### src/rtl/ikaopll_dac_mixer_pkg.sv
// ----------------------------------------------------------------------------
// IKAOPLL_dac_pkg
// Shared defaults for the OPLL DAC mixer plus the saturation helpers used by
// each channel accumulator.
//   DATA_W_DEF / VOL_W_DEF / OUT_W_DEF / ACC_W_DEF : default datapath widths
//   FRAME_LEN_DEF / CYC0_DLY_DEF / STRB_LEN_DEF    : default frame timing
//   sat_value()   : clamp a wide signed value into an out_w-bit signed range
//   sat_clipped() : 1 when sat_value() had to clamp
// ----------------------------------------------------------------------------
package IKAOPLL_dac_pkg;

    localparam int DATA_W_DEF    = 9;
    localparam int VOL_W_DEF     = 5;
    localparam int OUT_W_DEF     = 16;
    localparam int ACC_W_DEF     = 20;
    localparam int FRAME_LEN_DEF = 18;
    localparam int CYC0_DLY_DEF  = 3;
    localparam int STRB_LEN_DEF  = 9;

    // Saturation is done at a fixed generous width so the helpers stay usable
    // for any accumulator/output width combination up to 64 bits.
    localparam int SAT_CALC_W = 64;
    typedef logic signed [SAT_CALC_W-1:0] wide_t;

    function automatic wide_t sat_hi(input int out_w);
        return (wide_t'(1) <<< (out_w - 1)) - wide_t'(1);
    endfunction

    function automatic wide_t sat_value(input wide_t x, input int out_w);
        wide_t hi;
        wide_t lo;
        hi = sat_hi(out_w);
        lo = -hi - wide_t'(1);
        if (x > hi) begin
            return hi;
        end else if (x < lo) begin
            return lo;
        end
        return x;
    endfunction

    function automatic logic sat_clipped(input wide_t x, input int out_w);
        wide_t hi;
        wide_t lo;
        hi = sat_hi(out_w);
        lo = -hi - wide_t'(1);
        return (x > hi) || (x < lo);
    endfunction

endpackage

### src/rtl/ikaopll_dac_mixer_satacc.sv
// ----------------------------------------------------------------------------
// IKAOPLL_dac_satacc
// One output channel: accumulates signed products over a frame, and on the
// frame boundary publishes the saturated sum plus a clip flag, then clears.
//   clk, rst_n : clock and asynchronous active-low reset
//   i_tick     : clock enable; nothing changes without it
//   i_bound    : this tick is a frame boundary (publish + clear, no add)
//   i_add      : accumulate i_prod on a non-boundary tick
//   i_prod     : signed product to add
//   o_sat      : saturated frame sum, held between boundaries
//   o_clip     : 1 when the published sum was clamped
// ----------------------------------------------------------------------------
module IKAOPLL_dac_satacc
    import IKAOPLL_dac_pkg::*;
#(
    parameter int PROD_W = 14,
    parameter int ACC_W  = 20,
    parameter int OUT_W  = 16
) (
    input  logic                     clk,
    input  logic                     rst_n,
    input  logic                     i_tick,
    input  logic                     i_bound,
    input  logic                     i_add,
    input  logic signed [PROD_W-1:0] i_prod,
    output logic signed [OUT_W-1:0]  o_sat,
    output logic                     o_clip
);

    logic signed [ACC_W-1:0] acc_q, acc_d;
    logic signed [OUT_W-1:0] sat_q, sat_d;
    logic                    clip_q, clip_d;
    wide_t                   acc_wide;
    wide_t                   sat_wide;

    always_comb begin
        acc_wide = wide_t'(acc_q);
        sat_wide = sat_value(acc_wide, OUT_W);
        acc_d    = acc_q;
        sat_d    = sat_q;
        clip_d   = clip_q;
        if (i_tick) begin
            // The boundary slot is dropped: publish the pre-clear sum only.
            if (i_bound) begin
                acc_d  = '0;
                sat_d  = sat_wide[OUT_W-1:0];
                clip_d = sat_clipped(acc_wide, OUT_W);
            end else if (i_add) begin
                acc_d = acc_q + ACC_W'(i_prod);
            end
        end
    end

    always_ff @(posedge clk or negedge rst_n) begin
        if (!rst_n) begin
            acc_q  <= '0;
            sat_q  <= '0;
            clip_q <= 1'b0;
        end else begin
            acc_q  <= acc_d;
            sat_q  <= sat_d;
            clip_q <= clip_d;
        end
    end

    assign o_sat  = sat_q;
    assign o_clip = clip_q;

endmodule

### src/rtl/ikaopll_dac_mixer.sv
// ----------------------------------------------------------------------------
// ikaopll_dac_mixer
// Frame-based stereo mixer for the OPLL sample stream. Each valid slot is
// scaled by the melody or rhythm volume and added into the panned channels;
// at the delayed frame marker the sums are saturated and published with a
// valid/ready handshake, overrun flag and a fixed-width strobe.
//   i_EMUCLK, i_RST_n      : clock and asynchronous active-low reset
//   i_phi1_NCEN_n          : active-low tick enable
//   i_CYCLE_00             : frame-start marker (delayed CYC0_DLY ticks)
//   i_SAMPLE_*             : sign-magnitude sample and its valid flag
//   i_IS_RHYTHM, i_PAN     : volume select and left/right routing
//   i_MOVOL, i_ROVOL       : signed melody / rhythm volumes
//   o_L, o_R, o_CLIP_*     : published saturated frame sums and clip flags
//   o_VALID, i_READY       : output handshake (ready honoured on any edge)
//   o_OVERRUN, i_CLR_OVERRUN : sticky unread-frame-overwritten flag
//   o_STRB                 : strobe high STRB_LEN ticks, 2 ticks after B
// ----------------------------------------------------------------------------
module ikaopll_dac_mixer
    import IKAOPLL_dac_pkg::*;
#(
    parameter int DATA_W    = DATA_W_DEF,
    parameter int VOL_W     = VOL_W_DEF,
    parameter int OUT_W     = OUT_W_DEF,
    parameter int ACC_W     = ACC_W_DEF,
    parameter int FRAME_LEN = FRAME_LEN_DEF,
    parameter int CYC0_DLY  = CYC0_DLY_DEF,
    parameter int STRB_LEN  = STRB_LEN_DEF
) (
    input  logic                    i_EMUCLK,
    input  logic                    i_RST_n,
    input  logic                    i_phi1_NCEN_n,
    input  logic                    i_CYCLE_00,
    input  logic                    i_SAMPLE_VALID,
    input  logic                    i_SAMPLE_SIGN,
    input  logic [DATA_W-2:0]       i_SAMPLE_MAG,
    input  logic                    i_IS_RHYTHM,
    input  logic [1:0]              i_PAN,
    input  logic signed [VOL_W-1:0] i_MOVOL,
    input  logic signed [VOL_W-1:0] i_ROVOL,
    output logic signed [OUT_W-1:0] o_L,
    output logic signed [OUT_W-1:0] o_R,
    output logic                    o_VALID,
    input  logic                    i_READY,
    output logic                    o_STRB,
    output logic                    o_CLIP_L,
    output logic                    o_CLIP_R,
    output logic                    o_OVERRUN,
    input  logic                    i_CLR_OVERRUN
);

    localparam int PROD_W = DATA_W + VOL_W;
    // Wide enough that the all-ones reset value never equals 1 or 1+STRB_LEN.
    localparam int CNT_W  = $clog2(STRB_LEN + 3);

    generate
        if (ACC_W < DATA_W + VOL_W + $clog2(FRAME_LEN)) begin : g_acc_w_check
            $error("ikaopll_dac_mixer: ACC_W too small for a full frame");
        end
    endgenerate

    logic                     tick;
    logic                     bound;
    logic                     b_tick;
    logic [CYC0_DLY-1:0]      dly_q, dly_d;
    logic [CNT_W-1:0]         cnt_q, cnt_d;
    logic                     strb_q, strb_d;
    logic                     valid_q, valid_d;
    logic                     overrun_q, overrun_d;
    logic signed [DATA_W-1:0] sample_val;
    logic signed [VOL_W-1:0]  vol;
    logic signed [PROD_W-1:0] prod;

    assign tick   = ~i_phi1_NCEN_n;
    assign bound  = dly_q[CYC0_DLY-1];
    assign b_tick = tick & bound;

    // -(MAG+1) is exactly the bitwise inverse of the zero-extended magnitude.
    assign sample_val = i_SAMPLE_SIGN ? ~{1'b0, i_SAMPLE_MAG} : {1'b0, i_SAMPLE_MAG};
    assign vol        = i_IS_RHYTHM ? i_ROVOL : i_MOVOL;
    assign prod       = PROD_W'(sample_val) * PROD_W'(vol);

    always_comb begin
        dly_d = dly_q;
        if (tick) begin
            dly_d[0] = i_CYCLE_00;
            for (int i = 1; i < CYC0_DLY; i++) begin
                dly_d[i] = dly_q[i-1];
            end
        end
    end

    // Position counter and strobe: counter saturates so a missing frame
    // marker can never retrigger the strobe.
    always_comb begin
        cnt_d  = cnt_q;
        strb_d = strb_q;
        if (tick) begin
            if (bound) begin
                cnt_d = '0;
            end else if (cnt_q != '1) begin
                cnt_d = cnt_q + 1'b1;
            end
            if (cnt_q == CNT_W'(1)) begin
                strb_d = 1'b1;
            end else if (cnt_q == CNT_W'(1 + STRB_LEN)) begin
                strb_d = 1'b0;
            end
        end
    end

    // Handshake runs on every edge; a boundary publish always wins over a
    // concurrent accept, and an overrun set wins over a concurrent clear.
    always_comb begin
        valid_d   = valid_q;
        overrun_d = overrun_q;
        if (b_tick) begin
            valid_d = 1'b1;
        end else if (valid_q && i_READY) begin
            valid_d = 1'b0;
        end
        if (b_tick && valid_q && !i_READY) begin
            overrun_d = 1'b1;
        end else if (i_CLR_OVERRUN) begin
            overrun_d = 1'b0;
        end
    end

    always_ff @(posedge i_EMUCLK or negedge i_RST_n) begin
        if (!i_RST_n) begin
            dly_q     <= '0;
            cnt_q     <= '1;
            strb_q    <= 1'b0;
            valid_q   <= 1'b0;
            overrun_q <= 1'b0;
        end else begin
            dly_q     <= dly_d;
            cnt_q     <= cnt_d;
            strb_q    <= strb_d;
            valid_q   <= valid_d;
            overrun_q <= overrun_d;
        end
    end

    IKAOPLL_dac_satacc #(
        .PROD_W (PROD_W),
        .ACC_W  (ACC_W),
        .OUT_W  (OUT_W)
    ) u_acc_l (
        .clk     (i_EMUCLK),
        .rst_n   (i_RST_n),
        .i_tick  (tick),
        .i_bound (bound),
        .i_add   (i_SAMPLE_VALID & i_PAN[0]),
        .i_prod  (prod),
        .o_sat   (o_L),
        .o_clip  (o_CLIP_L)
    );

    IKAOPLL_dac_satacc #(
        .PROD_W (PROD_W),
        .ACC_W  (ACC_W),
        .OUT_W  (OUT_W)
    ) u_acc_r (
        .clk     (i_EMUCLK),
        .rst_n   (i_RST_n),
        .i_tick  (tick),
        .i_bound (bound),
        .i_add   (i_SAMPLE_VALID & i_PAN[1]),
        .i_prod  (prod),
        .o_sat   (o_R),
        .o_clip  (o_CLIP_R)
    );

    assign o_STRB    = strb_q;
    assign o_VALID   = valid_q;
    assign o_OVERRUN = overrun_q;

endmodule

### config.mk
export PLATFORM = sky130hd
export DESIGN_NAME = ikaopll_dac_mixer
export DESIGN_NICKNAME = d
export VERILOG_FILES = /design/src/rtl/ikaopll_dac_mixer_pkg.sv /design/src/rtl/ikaopll_dac_mixer_satacc.sv /design/src/rtl/ikaopll_dac_mixer.sv
export SDC_FILE = /design/constraint.sdc
export NUM_CORES = 1
export LEC_CHECK = 0
export CORE_UTILIZATION = 65
export DETAILED_ROUTE_END_ITERATION = 10
export DONT_BUFFER_PORTS = 1
export HOLD_SLACK_MARGIN = 0.12
export PLACE_DENSITY = 0.81
export SYNTH_ARGS = -nofsm -noshare
export SYNTH_HDL_FRONTEND = slang
export SYNTH_HIERARCHICAL = 1
export SYNTH_SLANG_ARGS = --single-unit
### constraint.sdc
create_clock -name i_EMUCLK -period 6.3 [get_ports i_EMUCLK]
set_input_delay 1.89 -clock i_EMUCLK [delete_from_list [all_inputs] [get_ports i_EMUCLK]]
set_output_delay 1.89 -clock i_EMUCLK [all_outputs]
set_load 0.005 [all_outputs]
==> results of run 1 <==
[repair_timing]
item	4_1_cts
setup buffers	22
resized for setup	92
endpoints found under the hold margin	0
gates cloned	1
endpoints found under the setup margin	18
pin swaps	79
[metal layers]
layer | GRT usage, % | GRT overflow
met3 | 40.8 | 0
met1 | 64.0 | 0
met4 | 66.7 | 0
met2 | 89.3 | 1
met5 | 9.52 | 0
[synth_stat cells (all sizes together), types with 4 or more instances]
cell type,instances,area share (%)
dfrtp,80,29
nand4,6,0.55
o21bai,7,0.77
nand2b,5,0.46
nand3,7,0.51
o21a,7,0.77
mux2,5,0.83
a21o,22,2.7
nor2b,18,1.7
dfstp,4,1.5
and3,5,0.57
nor2,106,5.8
nand2,71,4.0
or2,6,0.55
a21oi,65,4.9
and2,6,0.57
fa,31,9.1
clkbuf,19,1.0
o21ai,53,4.0
xnor2,42,5.4
a31oi,12,1.1
mux2i,9,1.3
xor2,12,1.5
ha,64,12
a22o,6,0.77
a32oi,4,0.51
inv,54,3.0
nor3,6,0.44
[through the flow]
| step | setup TNS (ns) | util, % |
|---|---|---|
| 3_5_place_dp | -12.39 | 82.2 |
| 2_1_floorplan | -8.07 | - |
| 4_1_cts | -2.01 | 90.5 |
| 3_3_place_gp | -9.51 | 82.2 |
[kinds of logic after synthesis]
kind of cell | after synthesis
mux | 14
flops | 84
fa+ha+maj | 95
xor+xnor | 54
compound gates | 197
simple gates | 243
buf+inv | 76
==> qor.yml, run 1 <==
status: "did not finish"
haltStage: "5_1_grt"
firstError: "[ERROR GRT-0232] Routing congestion too high. Check the congestion heatmap in the GUI."
placed_cell_area_sq_um: 8180
rows: 36
cts_htree_levels: 3
grt_usage_pct: 65.1
synth_cells: 763
dp_cells: 998
grt_max_degree: 85
ys_seq_area_share_pct: 31.0
yosys.area_share.simple_pct: 16.0
ys_types: 56
synthAdderAreaFrac_pct: 20.9
die_h_um: 104
clockBufferDepth: 2
postSynthAreaPerCell_sq_um: 8.92
cts_root_buf: "clkbuf_8"
ctsHoldBuffers: 0
worst_path_end_type: "register data pin"
syn_area_sq_um: 6800
postGrtWorstEndpoint: "u_acc_r/acc_q[19]$_DFFE_PN0P_/D"
yosysWarnings: 6
cts_sinks: 84
grt.overflow.total: 1
numPortBuffers: 0
start_util_pct: 68.4
synth_xor_area_share_pct: 6.95
io_pins: 66
ys_seq_elements: 84
routabilityCongestion: 0.925
ys_async_sr_fraction_pct: 100
die_w_um: 104
syn_nets: 887
dp_hpwl_um: 13900
synth_compound_area_share_pct: 18.8
dp_slack_ns: -0.955
cts_buffers: 9
muxShareOfSynthArea_pct: 2.15
synth_edf_count: 0
synth_top_family_by_area: "adder cells"
synth_ff_type: "dfrtp_1"
==> run 2, diff against run 1 <==
CORE_UTILIZATION = 40   (was 65)
HOLD_SLACK_MARGIN = default   (was 0.12)
PLACE_DENSITY = default   (was 0.81)
PLACE_DENSITY_LB_ADDON = 0.15   (was default)
==> run 2 against run 1 <==
The flow now finishes, with violations (negative setup slack). Synthesized cell count unchanged. Synthesized area unchanged.
==> qor.yml, run 2 <==
status: "finished, violations left"
failed_checks: "negative setup slack"
ant_nets: 0
yosysWarnings: 6
clock.fmax_ghz: 0.149
synthTopCellsByArea: "dfrtp_1 (29%), ha_1 (12%), fa_1 (9.1%)"
arrival_ns: 7.00
rows: 47
drtIter0Drc: 255
post-route-min-period_ns: 6.71
drt-pass1-iter-count: 6
synth_top_area_share_pct: 29.4
grt.overflow.total: 0
maxSlewViolCount: 0
muxShareOfSynthArea_pct: 2.15
die_area_sq_um: 17500
wl_per_cell_um: 16.5
grt_max_degree: 85
antenna_found_initial: 0
yosysMostFrequentCell: "nor2_1"
rsz0062_at_grt: "yes"
layout-drive-gt1-share_pct: 34.1
yosysTopAreaCell: "dfrtp_1"
routabilityCongestion: 0.852
final_common_cell: "buf_4"
fill_cells: 1478
cts_buffers: 9
critPathKind: "in2reg"
maxCapViolCount: 0
cpPeakStageDelay_ns: 0.54
synth_top_family_by_area: "adder cells"
drt_wl_total_um: 18600
ys_types: 56
ys_seq_elements: 84
clk_pin_slew_ns: 0.07
fin_crit_sh_pct: 107
final_core_utilization_pct: 56.9
io_pins: 66
die_h_um: 132
max_slew_margin_pct: 17.5
synth_xor_area_share_pct: 6.95
ys_async_sr_fraction_pct: 100
cts_tree: "done"
coreArea_sq_um: 16600
synth_compound_area_share_pct: 18.8
cts_sinks: 84
synthAdderAreaFrac_pct: 20.9
drc: 0
tightest_slew_ns: 1.23
cts_htree_levels: 3
cts_root_buf: "clkbuf_16"
syn_area_sq_um: 6800
ctsHoldBuffers: 0
crit_required_ns: 6.58
hold_viol_final: 0
dp_hpwl_um: 13500
grt_pass1_vias: 6357
setup_slack_ns: -0.414
tns_ns: -3.36
path_delay_family: "adder cells"
finClkSkew_ns: 0.00875
critical_path.max_fanout: 6
layout_common_cells: "buf_4 (127), nor2_1 (103), dfrtp_1 (80)"
hold_class: "reg2reg"
grt_usage_pct: 21.9
num_antenna_cells: 0
cp_cell_sequence: "mux2i_4 > or2_4 > fa_1 > fa_1 > fa_1 > buf_4 > fa_2 > nor2b_4 > o2111ai_4 > a31oi_4 > o22ai_4 > xnor2_4 > buf_12 > ha_4 > a21oi_4 > o21ai_2 > a211o_1 > a21o_1 > o21ai_1 > or4b_4 > o211ai_2"
slowest_stage: "fa_1"
synthTopCellsByCount: "nor2_1 (106), dfrtp_1 (80), nand2_1 (69)"
postSynthAreaPerCell_sq_um: 8.92
synth_edf_count: 0
finalNetCount: 1024
path_buf_inv: 2
synth_ff_type: "dfrtp_1"
cp-start-kind: "input port"
syn_to_final_growth_pct: 38.7
vias_per_cell: 5.32
start_util_pct: 41.0
cp_common_cell: "fa_1"
reg_top3: "u_acc_l/acc_q x20, u_acc_r/acc_q x20"
clockBufferDepth: 2
numPortBuffers: 0
ys_seq_area_share_pct: 31.0
die_w_um: 132
via_count: 5985
synth_cells: 763
grt_first_pass_wirelength_um: 30700
syn_nets: 887
end_kind: "register"
setup_viol: 20
clock_latency_ns: 0.35
yosys.area_share.simple_pct: 16.0
[run 2: kinds of logic after synthesis]
family	Yosys count
adders and majority gates	95
and+or+nand+nor	243
buffers and inverters	76
muxes	14
DFF	84
xor gates and xnor gates	54
AOI/OAI and AO/OA	197
[run 2: metrics by stage]
step           instances  hold WS, ns  area (sq um)  setup slack [ns]
3_5_place_dp        1083        0.493          8280            -0.934
6_report            1125        0.507          9440            -0.414
2_1_floorplan        763        0.474          7240            -0.945
5_1_grt             1125        0.531          9440            -0.571
4_1_cts             1119        0.514          9200            -0.416
3_3_place_gp        1083        0.485          8280            -0.832
[run 2: layout make-up]
type | count | area [sq um] | share of cell area, %
multi-input cells | 603 | 5330 | 56.5
clock buffers | 12 | 256 | 2.72
clock inverters | 4 | 56.3 | 0.597
flip-flops and latches | 84 | 2110 | 22.3
well taps | 220 | 275 | 2.92
repair buffers | 148 | 1210 | 12.8
inverters | 54 | 203 | 2.15
[run 2: timing repair]
action / in CTS / in global routing
pin swaps: 63 / 27
endpoints found under the setup margin: 18 / 19
gates resized for setup: 82 / 33
setup buffers: 21 / 7
cloned: 1 / 0
[run 2: per-layer routing]
layer | share of wire (%) | vias up | GRT usage (%)
met1 | 42 | 2957 | 26.4
met4 | 2.5 | 0 | 8.43
met3 | 2.8 | 30 | 3.83
li1 | - | 2899 | -
met5 | 0 | - | 0
met2 | 52 | 99 | 39.0
[run 2: final timing paths]
check / end / startpoint / cells after the start / slack [ns]
max reg2reg: u_acc_r/acc_q[18] / u_acc_r/acc_q[0] / 10 / 3.71
max: u_acc_r/acc_q[19] / i_IS_RHYTHM / 21 / -0.41
min: dly_q[2] / dly_q[1] / 1 / 0.51
min in group asynchronous: u_acc_r/acc_q[11] / i_RST_n / 0 / 1.22
min reg2reg: dly_q[2] / dly_q[1] / 1 / 0.51
max in group asynchronous: cnt_q[2] / i_RST_n / 0 / 4.86
[run 2: worst reg2reg max path, cell delays in order, from the launching register on]
cell and delay (ns):
dfrtp_1 0.41, ha_1 0.22, fa_1 0.41, a21oi_1 0.22, o21ai_1 0.09, a21oi_1 0.28, o31a_1 0.29, nor3_4 0.08
a32oi_2 0.21, mux2i_1 0.21, nand2_1 0.06
Power of run 2 is left out: the tool's default activity adds up to more than one toggle a clock period on the data nets, which glitch-free logic cannot reach.
